===== config.mk =====
export PLATFORM = sky130hd
export DESIGN_NAME = hazard_ctrl
export DESIGN_NICKNAME = d
export VERILOG_FILES = /design/src/rtl/hazard_ctrl.sv
export SDC_FILE = /design/constraint.sdc
export NUM_CORES = 1
export LEC_CHECK = 0
export CORE_ASPECT_RATIO = 0.5
export CORE_MARGIN = 2
export CORE_UTILIZATION = 46
export DETAILED_ROUTE_END_ITERATION = 10
export PLACE_DENSITY = 0.79
export SYNTH_ARGS = -nofsm -noshare
export SYNTH_HDL_FRONTEND = slang
export SYNTH_SLANG_ARGS = --single-unit

===== constraint.sdc =====
create_clock -name clk -period 2.8 [get_ports clk]
set_clock_uncertainty 0.1 [all_clocks]
set_input_delay 0.56 -clock clk [delete_from_list [all_inputs] [get_ports clk]]
set_output_delay 0.56 -clock clk [all_outputs]
set_load 0.02 [all_outputs]

===== src/rtl/hazard_ctrl.sv =====
// Hazard controller for the 5-stage core: load-use bubbles, taken-branch flushes,
// data-memory freeze, plus saturating stall/flush performance counters.
module hazard_ctrl #(
   parameter int unsigned CNT_W      = 16,
   parameter int unsigned LU_BUBBLES = 1
) (
   input  logic             clk,
   input  logic             reset,
   input  logic             IDEX_MemRead,
   input  logic [4:0]       IDEX_rd,
   input  logic [4:0]       IFID_rs1,
   input  logic [4:0]       IFID_rs2,
   input  logic             branch_taken,
   input  logic             mem_busy,
   output logic             PC_Write,
   output logic             IFID_Write,
   output logic             IFID_flush,
   output logic             IDEX_flush,
   output logic             EXMEM_flush,
   output logic             freeze,
   output logic [1:0]       state_o,
   output logic [CNT_W-1:0] stall_cnt,
   output logic [CNT_W-1:0] flush_cnt
);

   typedef enum logic [1:0] {
      StRun     = 2'b00,
      StLuStall = 2'b01,
      StMemWait = 2'b10
   } state_e;

   localparam logic [1:0] LuInit = 2'(LU_BUBBLES - 1);

   state_e           state_q, state_d, eff_state;
   logic [1:0]       bub_q, bub_d;
   logic             lu, flush_evt;
   logic [CNT_W-1:0] stall_q, flush_q;

   assign lu = IDEX_MemRead && (IDEX_rd != 5'd0) &&
               ((IDEX_rd == IFID_rs1) || (IDEX_rd == IFID_rs2));

   // MEM_WAIT resumes whichever state was interrupted, recovered from the bubble count.
   always_comb begin
      if (state_q == StMemWait) begin
         eff_state = (bub_q != 2'd0) ? StLuStall : StRun;
      end else begin
         eff_state = state_q;
      end
   end

   always_comb begin
      PC_Write    = 1'b1;
      IFID_Write  = 1'b1;
      IFID_flush  = 1'b0;
      IDEX_flush  = 1'b0;
      EXMEM_flush = 1'b0;
      freeze      = 1'b0;
      flush_evt   = 1'b0;
      state_d     = state_q;
      bub_d       = bub_q;
      if (reset) begin
         state_d = StRun;
         bub_d   = 2'd0;
      end else if (mem_busy) begin
         freeze     = 1'b1;
         PC_Write   = 1'b0;
         IFID_Write = 1'b0;
         state_d    = StMemWait;
      end else if (branch_taken) begin
         IFID_flush  = 1'b1;
         IDEX_flush  = 1'b1;
         EXMEM_flush = 1'b1;
         flush_evt   = 1'b1;
         state_d     = StRun;
         bub_d       = 2'd0;
      end else begin
         unique case (eff_state)
            StLuStall: begin
               PC_Write   = 1'b0;
               IFID_Write = 1'b0;
               IDEX_flush = 1'b1;
               bub_d      = bub_q - 2'd1;
               state_d    = (bub_q == 2'd1) ? StRun : StLuStall;
            end
            default: begin
               state_d = StRun;
               if (lu) begin
                  PC_Write   = 1'b0;
                  IFID_Write = 1'b0;
                  IDEX_flush = 1'b1;
                  bub_d      = LuInit;
                  state_d    = (LuInit != 2'd0) ? StLuStall : StRun;
               end
            end
         endcase
      end
   end

   always_ff @(posedge clk) begin
      if (reset) begin
         state_q <= StRun;
         bub_q   <= 2'd0;
         stall_q <= '0;
         flush_q <= '0;
      end else begin
         state_q <= state_d;
         bub_q   <= bub_d;
         if (!PC_Write && (stall_q != {CNT_W{1'b1}})) begin
            stall_q <= stall_q + CNT_W'(1);
         end
         if (flush_evt && (flush_q != {CNT_W{1'b1}})) begin
            flush_q <= flush_q + CNT_W'(1);
         end
      end
   end

   assign state_o   = state_q;
   assign stall_cnt = stall_q;
   assign flush_cnt = flush_q;

endmodule


Word-level counts from Yosys, hierarchy flattened. Index checks and enable logic that the tools add are counted.

Add/sub/neg operators: 3. Equality and inequality tests: 7. Mux-type cells: 24. Bitwise operators: 2. Reductions and logical operators: 11.

Operator list (number): adder 16 x 1 -> 16 bit, second input constant (2); inequality test 16 bit, second input constant (2); two-way mux 1 bit (19); == test 5 bit (2); two-way mux 2 bit (5); nonzero test 5 bit (1); == test 2 x 1 -> 1 bit, second input constant (2); logical AND 1 bit (4); OR reduction 4 bit (1); nonzero test 3 bit (1); == test 2 bit, second input constant (1); NOT 1 bit (2); AND reduction 2 bit (1); nonzero test 2 bit (1); subtractor 2 x 1 -> 2 bit, second input constant (1); zero test 1 bit (1); logical OR 1 bit (1).

Bits in registers: 36. Input bits: 20. Output and inout port bits: 40. Logic and storage cells: 52.

Logic depth before layout (Yosys ltp). Gate-level depths: netlist (run 1).

Word-level depth: 10. Depth in mapped cells: 10. Gate-level depth less buffers: 8.

Worst setup path before layout (run 1). No wires, ideal clock.

Path kind: input-to-output. Start point: input port IDEX_rd[1]. End point: output port PC_Write. Arrival: 2.113 ns. Data required time: 2.140 ns. Slack: 0.027 ns. Stages: 5. Buffers on the path: 1. Cells stage by stage: or4_1 o21ai_2 nor3_1 a21oi_1 buf_4.

Cells in the longest elaborated chain, start to end: 8. Elaborated cells between the ends (all ways): 11. Classes of those cells: eq/ne: 2; mux: 5; reduce/logical: 4.

RTL lines: start: declaration (line 10) `input logic [4:0] IDEX_rd,`; == test 5 bit / nonzero test 5 bit (equally long branches) (line 40, 39); logical OR 1 bit / logical AND 1 bit (equally long branches) (line 40, 39); logical AND 1 bit (*) (line 39) `assign lu = IDEX_MemRead && (IDEX_rd != 5'd0) &&`; two-way mux 1 bit (*) (5 in series); end: declaration (line 15) `output logic PC_Write,`.

Mark *: on every way between the ends. The rest lies on a longest branch, timed or not.

Worst setup path after layout (run 1).
Start point: input port mem_busy. End point: output port freeze.

Cells in the longest elaborated chain, start to end: 2.

RTL lines: start: declaration (line 14) `input logic mem_busy,`; two-way mux 1 bit (line 64) `end else if (mem_busy) begin`; two-way mux 1 bit (line 61) `if (reset) begin`; end: declaration (line 20) `output logic freeze,`.

No other way between the ends.

==> impl_metrics.ini, run 1 <==
[run_status]
status = completed

[routing]
dr.pass1.iters = 4
ant_nets = 0
viasPerCell = 5.40
drt_wl_total_um = 4770
dr_total_vias = 1933
drt_iter0_drc = 49
wl_per_cell_um = 13.3
drc = 0

[timing]
final.period_utilization_pct = 97.5
hold_ws_ns = 0.392
setup_viol_count_final = 0
fmax_mhz = 366
slew_violations = 0
setup_slack_ns = 0.0699
setup_tns_ns = 0
period_needed_ns = 2.73
worstMarginPinSlew_ns = 0.420
relSlewSlack_pct = 71.9
rsz0062_at_grt = false
hold_viol = 0

[synthesis]
synth.area.top_cells = dfxtp_1 (37%), xnor2_1 (8.1%), nor2_1 (4.5%), or3_1 (3.2%), a21oi_1 (3.1%)
synth_warnings = 0
synthFlopType = dfxtp_1
syn-num-nets = 253
synth_enable_flop_cells = 0
synth.distinct_cells = 44
synth_cells = 229
synth_seq_area_share_pct = 37.2
yosysTopAreaCellShare_pct = 37.2
post_synth.cell_area_avg_um2 = 8.45
yosys_register_bits = 36
synth_commonest_cells = dfxtp_1 (36), nor2_1 (23), xnor2_1 (18)
async_flop_share_pct = 0
synth_top_cell_by_area = dfxtp_1
netlist_area_mm2 = 0.00194
synth.most_common_cell = dfxtp_1

[finish]
num_antenna_cells = 0
instances_no_fill = 358
fillers = 322
finish.net_count = 327
syn_to_final_growth_pct = 43.4
drive_gt1_share_pct = 13.8

[hold_path]
hp-class = reg2reg

[cts]
cts_sinks = 36
post_cts_buffers = 0
hold_buffers = 0
insertion_delay_ns = 0.29
numCtsBuffers = 5
clk_pin_slew_worst_paths_ns = 0.07
ctsLongestPathBuffers = 2
h-tree-depth = 2
cts_tree = built
root_buffer = clkbuf_8

[worst_setup_path]
cp.arrival_ns = 2.07
cpMostUsedCell = clkdlybuf4s50_1
cp_num_buf_inv = 4
timing_worst_setup_path_type = in2out
startpoint_type = primary input
path_cells = clkdlybuf4s50_1 -> inv_1 -> buf_4 -> nor2_1 -> clkdlybuf4s50_1
slowest_delay_ns = 0.61
crit_family = buffers and inverters
setup.worst_path.end_class = primary output
required_ns = 2.14
path_max_fanout = 4
crit_slowest_cell = clkdlybuf4s50_1

[power_and_ir_drop]
ir_drop_uv = 186
p_leak_uw = 0.000967
power_density_mw_per_mm2 = 372
finalPower_uw = 1030

[placed_design]
place_hpwl_um = 3510
pre_cts_ws_ns = -0.577
placed_cells = 350
place.gp.congestion = 0.863
port_buffers = 59

[floorplan]
core_area_mm2 = 0.00396
die_y_um = 49.9
start_util_pct = 48.8
rows = 16
dieWidth_um = 95.7
dieArea_mm2 = 0.00477
io_pins = 60

[global_routing]
grt_pass1_wl_um = 8270
antenna_found_initial = 0
grt_pass1_vias = 1899
grt_usage_pct = 22.1
gr-total-overflow = 0
grt_max_degree = 26

[run]
maxCapViolCount = 0
state kept, by name (all words and copies together), names as in the netlist:
| register | count |
|---|---|
| bub_q | 2 |
| flush_cnt | 16 |
| stall_cnt | 16 |
| state_o | 2 |
cell usage in the layout (no fill, tap or decap), types with 3 or more instances in the layout:
cell	count
clkdlybuf4s50_1	52
a21oi_1	10
nand3_1	11
o21ai_1	9
nor2_1	23
mux2i_1	3
buf_4	17
xor2_1	4
o41ai_1	3
a21oi_2	5
o31ai_1	3
dlygate4sd2_1	4
and3_1	5
dfxtp_1	36
o311ai_0	3
or3_1	10
clkbuf_8	5
nor3_1	8
nand2_1	15
and2_1	6
xnor2_1	18
ha_1	4
nand4_1	8
inv_1	7
routing by layer:
layer | vias to the layer above | GRT usage, % | wire [µm]
li1 | 977 | - | -
met1 | 915 | 26.6 | 2130
met2 | 37 | 39.0 | 2430
met3 | 4 | 5.35 | 174
met4 | 0 | 6.90 | 38
met5 | - | 0 | 0
stage by stage:
step	util [%]	cell area, µm²
floorplan	-	1940
global placement	67.0	2660
detailed placement	67.0	2660
CTS	69.6	2760
global route	70.0	2780
finish	70.0	2780
final timing paths:
check                                   start             to  slack, ns  depth (start not counted)
worst max register to register       bub_q[0]  stall_cnt[11]       0.31                         10
worst min register to register  flush_cnt[12]  flush_cnt[12]       0.39                          1
worst max-delay path                 mem_busy         freeze       0.07                          5
worst min-delay path            flush_cnt[12]  flush_cnt[12]       0.39                          1
cell type report:
type	instances	area, µm²	share of cell area (%)
Inverter	7	26.3	0.947
Clock buffer	5	68.8	2.48
Clock inverter	3	18.8	0.676
Tap cell	54	67.6	2.43
Sequential cell	36	721	26.0
Timing Repair Buffer	76	704	25.4
Multi-Input combinational cell	177	1170	42.1
where the power goes:
| group | internal (µW) | switching, µW | total (µW) |
|---|---|---|---|
| registers | 516 | 4.95 | 521 |
| logic | 72.3 | 67.2 | 139 |
| clock network | 173 | 200 | 373 |
what timing repair did:
item / CTS / global route
setup endpoints to repair: 5 / 2
resized for setup: 23 / 3
pin swaps: 3 / 2
kinds of logic after synthesis:
kind of cell	share of synthesized area (%)
buf+inv	4.72
xor+xnor	9.95
mux	1.55
flops	37.2
compound gates	15.7
simple gates	28.2
fa+ha+maj	2.59
(Power assumes the default switching activity.)
==> run 2: changes to the inputs <==
CTS_CLUSTER_SIZE = 40   (was default)
==> results of run 2 <==
Final layout, timing and power as in run 1 (identical DEF).
